### config.mk
export PLATFORM = sky130hd
export DESIGN_NAME = npc_fleet
export DESIGN_NICKNAME = d
export VERILOG_FILES = /design/src/rtl/npc_fleet.sv
export SDC_FILE = /design/constraint.sdc
export NUM_CORES = 1
export LEC_CHECK = 0
export CAP_MARGIN = 15
export CORE_AREA = 2 2 119 121
export DETAILED_ROUTE_END_ITERATION = 12
export DIE_AREA = 0 0 121 123
export PLACE_DENSITY = 0.77
export SYNTH_ARGS = -nofsm -noshare
export SYNTH_HDL_FRONTEND = slang
export SYNTH_SLANG_ARGS = --single-unit
### constraint.sdc
create_clock -name frame_clk -period 3.45 [get_ports frame_clk]
set_input_delay 0.69 -clock frame_clk [delete_from_list [all_inputs] [get_ports frame_clk]]
set_output_delay 0.69 -clock frame_clk [all_outputs]
set_load 0.1 [all_outputs]
### src/rtl/npc_fleet.sv
// npc_fleet: multi-car NPC traffic engine, advanced once per frame_clk edge.
//   frame_clk  : sole clock, one update per video frame
//   reset      : asynchronous, active-low
//   keycode    : keyboard code; START_KEY arms the fleet
//   randnum    : per-frame random value (spawn x, direction, speed)
//   hit_mask   : per-slot kill request from the collision unit
//   npc_x/y    : packed per-slot position, slot i at [10i+9:10i]
//   npc_active : per-slot valid
//   spawn_pulse: high for the edge on which a car spawned
module npc_fleet #(
  parameter int unsigned N_CARS       = 4,
  parameter int unsigned X_MIN        = 48,
  parameter int unsigned X_MAX        = 232,
  parameter int unsigned Y_MAX        = 238,
  parameter int unsigned RAND_W       = 8,
  parameter int unsigned SPEED_W      = 2,
  parameter int unsigned SPAWN_PERIOD = 60,
  parameter logic [7:0]  START_KEY    = 8'h15
) (
  input  logic                     frame_clk,
  input  logic                     reset,
  input  logic [7:0]               keycode,
  input  logic [RAND_W-1:0]        randnum,
  input  logic [N_CARS-1:0]        hit_mask,
  output logic [10*N_CARS-1:0]     npc_x,
  output logic [10*N_CARS-1:0]     npc_y,
  output logic [N_CARS-1:0]        npc_active,
  output logic                     spawn_pulse
);

  localparam int unsigned TW    = (SPAWN_PERIOD > 2) ? $clog2(SPAWN_PERIOD) : 1;
  localparam int unsigned IDX_W = (N_CARS > 1) ? $clog2(N_CARS) : 1;
  localparam int unsigned SP_W  = SPEED_W + 1;
  localparam logic [TW-1:0] TIMER_RELOAD = TW'(SPAWN_PERIOD - 1);
  localparam logic [9:0]    X_MIN_V = 10'(X_MIN);
  localparam logic [9:0]    X_MAX_V = 10'(X_MAX);

  logic                          started_q, started_d;
  logic [TW-1:0]                 timer_q, timer_d;
  logic [N_CARS-1:0]             active_q, active_d;
  logic [N_CARS-1:0]             dir_q, dir_d;
  logic [N_CARS-1:0][9:0]        x_q, x_d;
  logic [N_CARS-1:0][9:0]        y_q, y_d;
  logic [N_CARS-1:0][SP_W-1:0]   speed_q, speed_d;
  logic                          spawn_pulse_q, spawn_pulse_d;

  logic [9:0]       rand_ext;
  logic [9:0]       spawn_x;
  logic [SP_W-1:0]  spawn_speed;
  logic             free_found;
  logic [IDX_W-1:0] free_idx;
  logic             do_spawn;

  // Fold randnum into the road span by reflecting off the right wall / shifting past the left.
  always_comb begin
    rand_ext    = 10'(randnum);
    spawn_x     = rand_ext;
    if (rand_ext > X_MAX_V) begin
      spawn_x = 10'(2 * X_MAX) - rand_ext;
    end else if (rand_ext < X_MIN_V) begin
      spawn_x = rand_ext + X_MIN_V;
    end
    spawn_speed = SP_W'(randnum[SPEED_W:1]) + SP_W'(1);
  end

  // Lowest-index free slot, judged on pre-edge state so a slot freed this edge waits one edge.
  always_comb begin
    free_found = 1'b0;
    free_idx   = '0;
    for (int i = N_CARS - 1; i >= 0; i--) begin
      if (!active_q[i]) begin
        free_found = 1'b1;
        free_idx   = IDX_W'(i);
      end
    end
    do_spawn = started_q && (timer_q == '0) && free_found;
  end

  // Next-state: arming, spawn timer, per-slot spawn / hit / motion.
  always_comb begin
    started_d     = started_q | (keycode == START_KEY);
    timer_d       = timer_q;
    active_d      = active_q;
    dir_d         = dir_q;
    x_d           = x_q;
    y_d           = y_q;
    speed_d       = speed_q;
    spawn_pulse_d = do_spawn;

    // Timer parks at zero while every slot is busy, giving a retry on each edge.
    if (started_q) begin
      if (timer_q == '0) begin
        if (free_found) begin
          timer_d = TIMER_RELOAD;
        end
      end else begin
        timer_d = timer_q - TW'(1);
      end
    end

    for (int i = 0; i < N_CARS; i++) begin
      if (do_spawn && (free_idx == IDX_W'(i))) begin
        active_d[i] = 1'b1;
        x_d[i]      = spawn_x;
        y_d[i]      = 10'd0;
        dir_d[i]    = randnum[0];
        speed_d[i]  = spawn_speed;
      end else if (started_q && active_q[i]) begin
        if (hit_mask[i]) begin
          active_d[i] = 1'b0;
        end else if ((11'(y_q[i]) + 11'(speed_q[i])) > 11'(Y_MAX)) begin
          active_d[i] = 1'b0;
        end else begin
          y_d[i] = y_q[i] + 10'(speed_q[i]);
          // Reflection happens in the same frame as the wall contact.
          if (dir_q[i] && (x_q[i] >= X_MAX_V)) begin
            dir_d[i] = 1'b0;
            x_d[i]   = x_q[i] - 10'd1;
          end else if (!dir_q[i] && (x_q[i] <= X_MIN_V)) begin
            dir_d[i] = 1'b1;
            x_d[i]   = x_q[i] + 10'd1;
          end else if (dir_q[i]) begin
            x_d[i]   = x_q[i] + 10'd1;
          end else begin
            x_d[i]   = x_q[i] - 10'd1;
          end
        end
      end
    end
  end

  // State registers.
  always_ff @(posedge frame_clk or negedge reset) begin
    if (!reset) begin
      started_q     <= 1'b0;
      timer_q       <= TIMER_RELOAD;
      active_q      <= '0;
      dir_q         <= '0;
      x_q           <= '0;
      y_q           <= '0;
      speed_q       <= '0;
      spawn_pulse_q <= 1'b0;
    end else begin
      started_q     <= started_d;
      timer_q       <= timer_d;
      active_q      <= active_d;
      dir_q         <= dir_d;
      x_q           <= x_d;
      y_q           <= y_d;
      speed_q       <= speed_d;
      spawn_pulse_q <= spawn_pulse_d;
    end
  end

  assign npc_x       = x_q;
  assign npc_y       = y_q;
  assign npc_active  = active_q;
  assign spawn_pulse = spawn_pulse_q;

endmodule

==> out/qor.csv <==
stage,metric,value,unit
yosys,Syn Nets,897,
sta,min Tclk post-route,3.24,ns
sta,period utilization,0.938,
yosys,"EDFF count, synth",0,
power_and_ir_drop,Comb pwr share,0.341,
placed_design,placed inst area,0.00848,sq mm
sta,worst hold slack,0.373,ns
sta,setup_tns,0,ns
worst_setup_path,"Req. time, crit path",3.69,ns
cells_and_area,fin cells,1121,
sta,fin. max-slew vios,0,
yosys,#FFs+latches synth,108,
min_path,Hold Path Class,in -> async,
cts,CTS root buf,clkbuf_16,
die,Die Ht,123,um
worst_setup_path,Setup CP Type,reg -> reg,
worst_setup_path,critical path's top delay family,compound AO/OA/AOI/OAI gates,
global_routing,GR Overflow Total,0,
yosys,ys flop type,dfrtp_1,
placed_design,Placer Congestion,0.929,
yosys,top-area cell type share of the netlist area,0.348,
cts,CTS Buf Count,9,
power_and_ir_drop,switching power,1.65,mW
cts,H-tree Lvls,3,
yosys,synth top area cells,"dfrtp_1, ha_1, nand2_1",
cells_and_area,share of layout cells above drive strength 1,0.156,
power_and_ir_drop,Sequential Power Share,0.381,
die,Die Wd,121,um
worst_setup_path,Startpoint Class,flip-flop,
die,number of cell rows,43,
run,max-cap viol count,0,
power_and_ir_drop,cell-internal power,2.35,mW
power_and_ir_drop,total power,4.00,mW
die,# IOs,107,
drt,Final ANT Viol Nets,0,
placed_design,Inst Count DP,1105,
cells_and_area,Final #Nets,996,
placed_design,Port Buffer Count,106,
drt,detailed-route wire length,20400,um
worst_setup_path,"Max FO, Critical Path",11,
worst_setup_path,Worst EP arrival,3.48,ns
die,Core Area,0.0136,sq mm
cts,clock transition at the registers of the reported paths,0.07,ns
cts,CTS tree,built,
yosys,Syn Std Cell Area,0.00740,sq mm
cells_and_area,Antenna diodes,0,
global_routing,largest net degree at the start of global routing,52,
yosys,post-synthesis sequential area ratio,0.366,
drt,Initial DRT Pass Iterations,5,
die,DIE AREA,0.0149,sq mm
sta,Fin. Hold Viols,0,
power_and_ir_drop,Power Dens Cells,455,mW/mm^2
placed_design,dpl hpwl,14500,um
global_routing,total track usage,0.282,
sta,worst rel slew slack,0.356,
cts,post-CTS resize count,0,
drt,WL/cell,18.2,um
cts,Sink Count,108,
power_and_ir_drop,Worst VDD drop,0.236,mV
worst_setup_path,Critical Path Max Stage Delay,0.60,ns
worst_setup_path,CP Capture Type,flip-flop,
global_routing,first-pass GRT wire length,33700,um
sta,measured slew at the worst slew-check pin,0.954,ns
power_and_ir_drop,Clk pwr share,0.278,
power_and_ir_drop,Switching Share,0.412,
cts,CTS Buffer Depth,2,
sta,final setup fails,0,
yosys,asr flop ratio synth,1.00,
die,Initial Util,0.543,
yosys,Yosys top cell by area,dfrtp_1,
worst_setup_path,CP cell instances,"ha_1, inv_1, fa_1, nor2b_1, o2111ai_1, mux2_1, nand4_1, a21oi_1, nor2_1, a221o_1",
yosys,"Distinct cells, synth",80,
yosys,yosys warns,0,
drt,DRT iter0 DRCs,558,
worst_setup_path,Slowest cell on crit path,a21oi_1,
global_routing,initial antenna violation count,0,
sta,RSZ-0062 raised after global routing,yes,
drt,residual DRC count,0,
sta,Max Freq,0.309,GHz
drt,Via density,6.36,
cells_and_area,"commonest cells after routing, fill and taps aside","buf_4, dfrtp_1, nand2_1, nor2_1, o21ai_0",
cts,Clock Latency Late Sink,0.36,ns
cells_and_area,area grow syn2layout,18.9,%
worst_setup_path,crit path buf inv count,1,
cells_and_area,"commonest non-fill, non-tap cell in the layout",buf_4,
drt,routed via count,7126,
yosys,Syn Area/Cell,8.84,sq um
sta,Setup Skew,0.00893,ns
power_and_ir_drop,Leak,3.93,nW
status,outcome,"finished, final reports clean",
cells_and_area,Finished Cell Area,0.00879,sq mm
global_routing,vias in the first global route,6784,
worst_setup_path,"reg-to-reg slack, setup",0.21,ns
yosys,Post-Syn Instances,837,
-- worst paths after layout --
check / from / to / cells past startpoint
max in group asynchronous: reset / timer_q[3] / 2
setup / recovery: npc_y[20] / npc_y[26] / 10
setup reg to reg: npc_y[20] / npc_y[26] / 10
hold / removal: reset / npc_y[13] / 1
hold reg to reg: speed_q[0] / speed_q[0] / 2
min in group frame_clk: speed_q[0] / speed_q[0] / 2
-- state kept, by name (all words and copies together) (netlist names) --
signal and flops:
npc_y 40, speed_q 12, npc_active 4, started_q 1, npc_x 40, spawn_pulse 1
timer_q 6, dir_q 4
-- layout make-up --
class | count | area (sq um)
Fill cell | 1165 | 4820
Multi-Input combinational cell | 645 | 4330
Sequential cell | 108 | 2710
Timing Repair Buffer | 130 | 1050
Clock buffer | 11 | 233
Tap cell | 180 | 225
Inverter | 42 | 158
Clock inverter | 5 | 77.6
-- power groups by stage --
stage	clock [mW]	combinational [mW]	sequential [mW]
after CTS	1.13	1.36	1.52
after floorplan	0	0.493	2.05
after detailed placement	0	1.35	1.54
after global routing	1.18	1.45	1.54
after global placement	0	1.33	1.53
final	1.11	1.36	1.52
-- stage by stage --
stage          worst slack (ns)  utilization
2_1_floorplan            0.0554            -
3_3_place_gp              0.300        0.623
3_5_place_dp              0.246        0.623
4_1_cts                   0.231        0.646
5_1_grt                 -0.0418        0.646
6_report                  0.214        0.646
-- routing by layer --
metal / up-vias / share of wire / GRT usage
met5: - / 0 / 0
met4: 0 / 0.017 / 0.122
met3: 28 / 0.067 / 0.0480
met2: 278 / 0.48 / 0.441
met1: 3490 / 0.43 / 0.386
li1: 3330 / - / -
-- worst reg2reg max path: cells and delay by family, from the launching register on --
kind	cells	cell delay (ns)
buffers and inverters	1	0.06
AO/OA/AOI/OAI	3	1.15
flip-flops	1	0.38
adder cells (fa/ha/maj)	2	0.62
AND/OR/NAND/NOR	3	0.66
multiplexers	1	0.25
-- what timing repair did --
action | CTS | global route
setup endpoints to repair | 0 | 4
buffers inserted | 0 | 0
hold buffers | 0 | 0
-- Yosys cell counts, types with 6 or more instances --
master and count:
nand2_1 77, buf_2 11, a21o_1 13, inv_1 42
o21ai_0 44, nand2b_1 9, nand3b_1 7, and3_1 24
xor2_1 7, and2_1 10, nand3_1 32, a221o_1 11
nor4_1 9, ha_1 34, a211oi_1 9, xnor2_1 13
o211ai_1 6, mux2i_1 20, nor3_1 29, nor2_1 57
dfrtp_1 103, o21ai_1 12, a31oi_1 22, a21oi_1 29
or4_1 13, nand4_1 17, or3_1 19, clkbuf_1 27
a211o_1 12
-- logic make-up after synthesis --
| kind of cell | after synthesis | share of synthesized area |
|---|---|---|
| mux | 28 | 0.0392 |
| buf+inv | 84 | 0.0480 |
| simple gates | 336 | 0.242 |
| compound gates | 223 | 0.212 |
| xor+xnor | 20 | 0.0237 |
| fa+ha+maj | 38 | 0.0683 |
| flops | 108 | 0.366 |
Power figures use the tool's default switching activity.
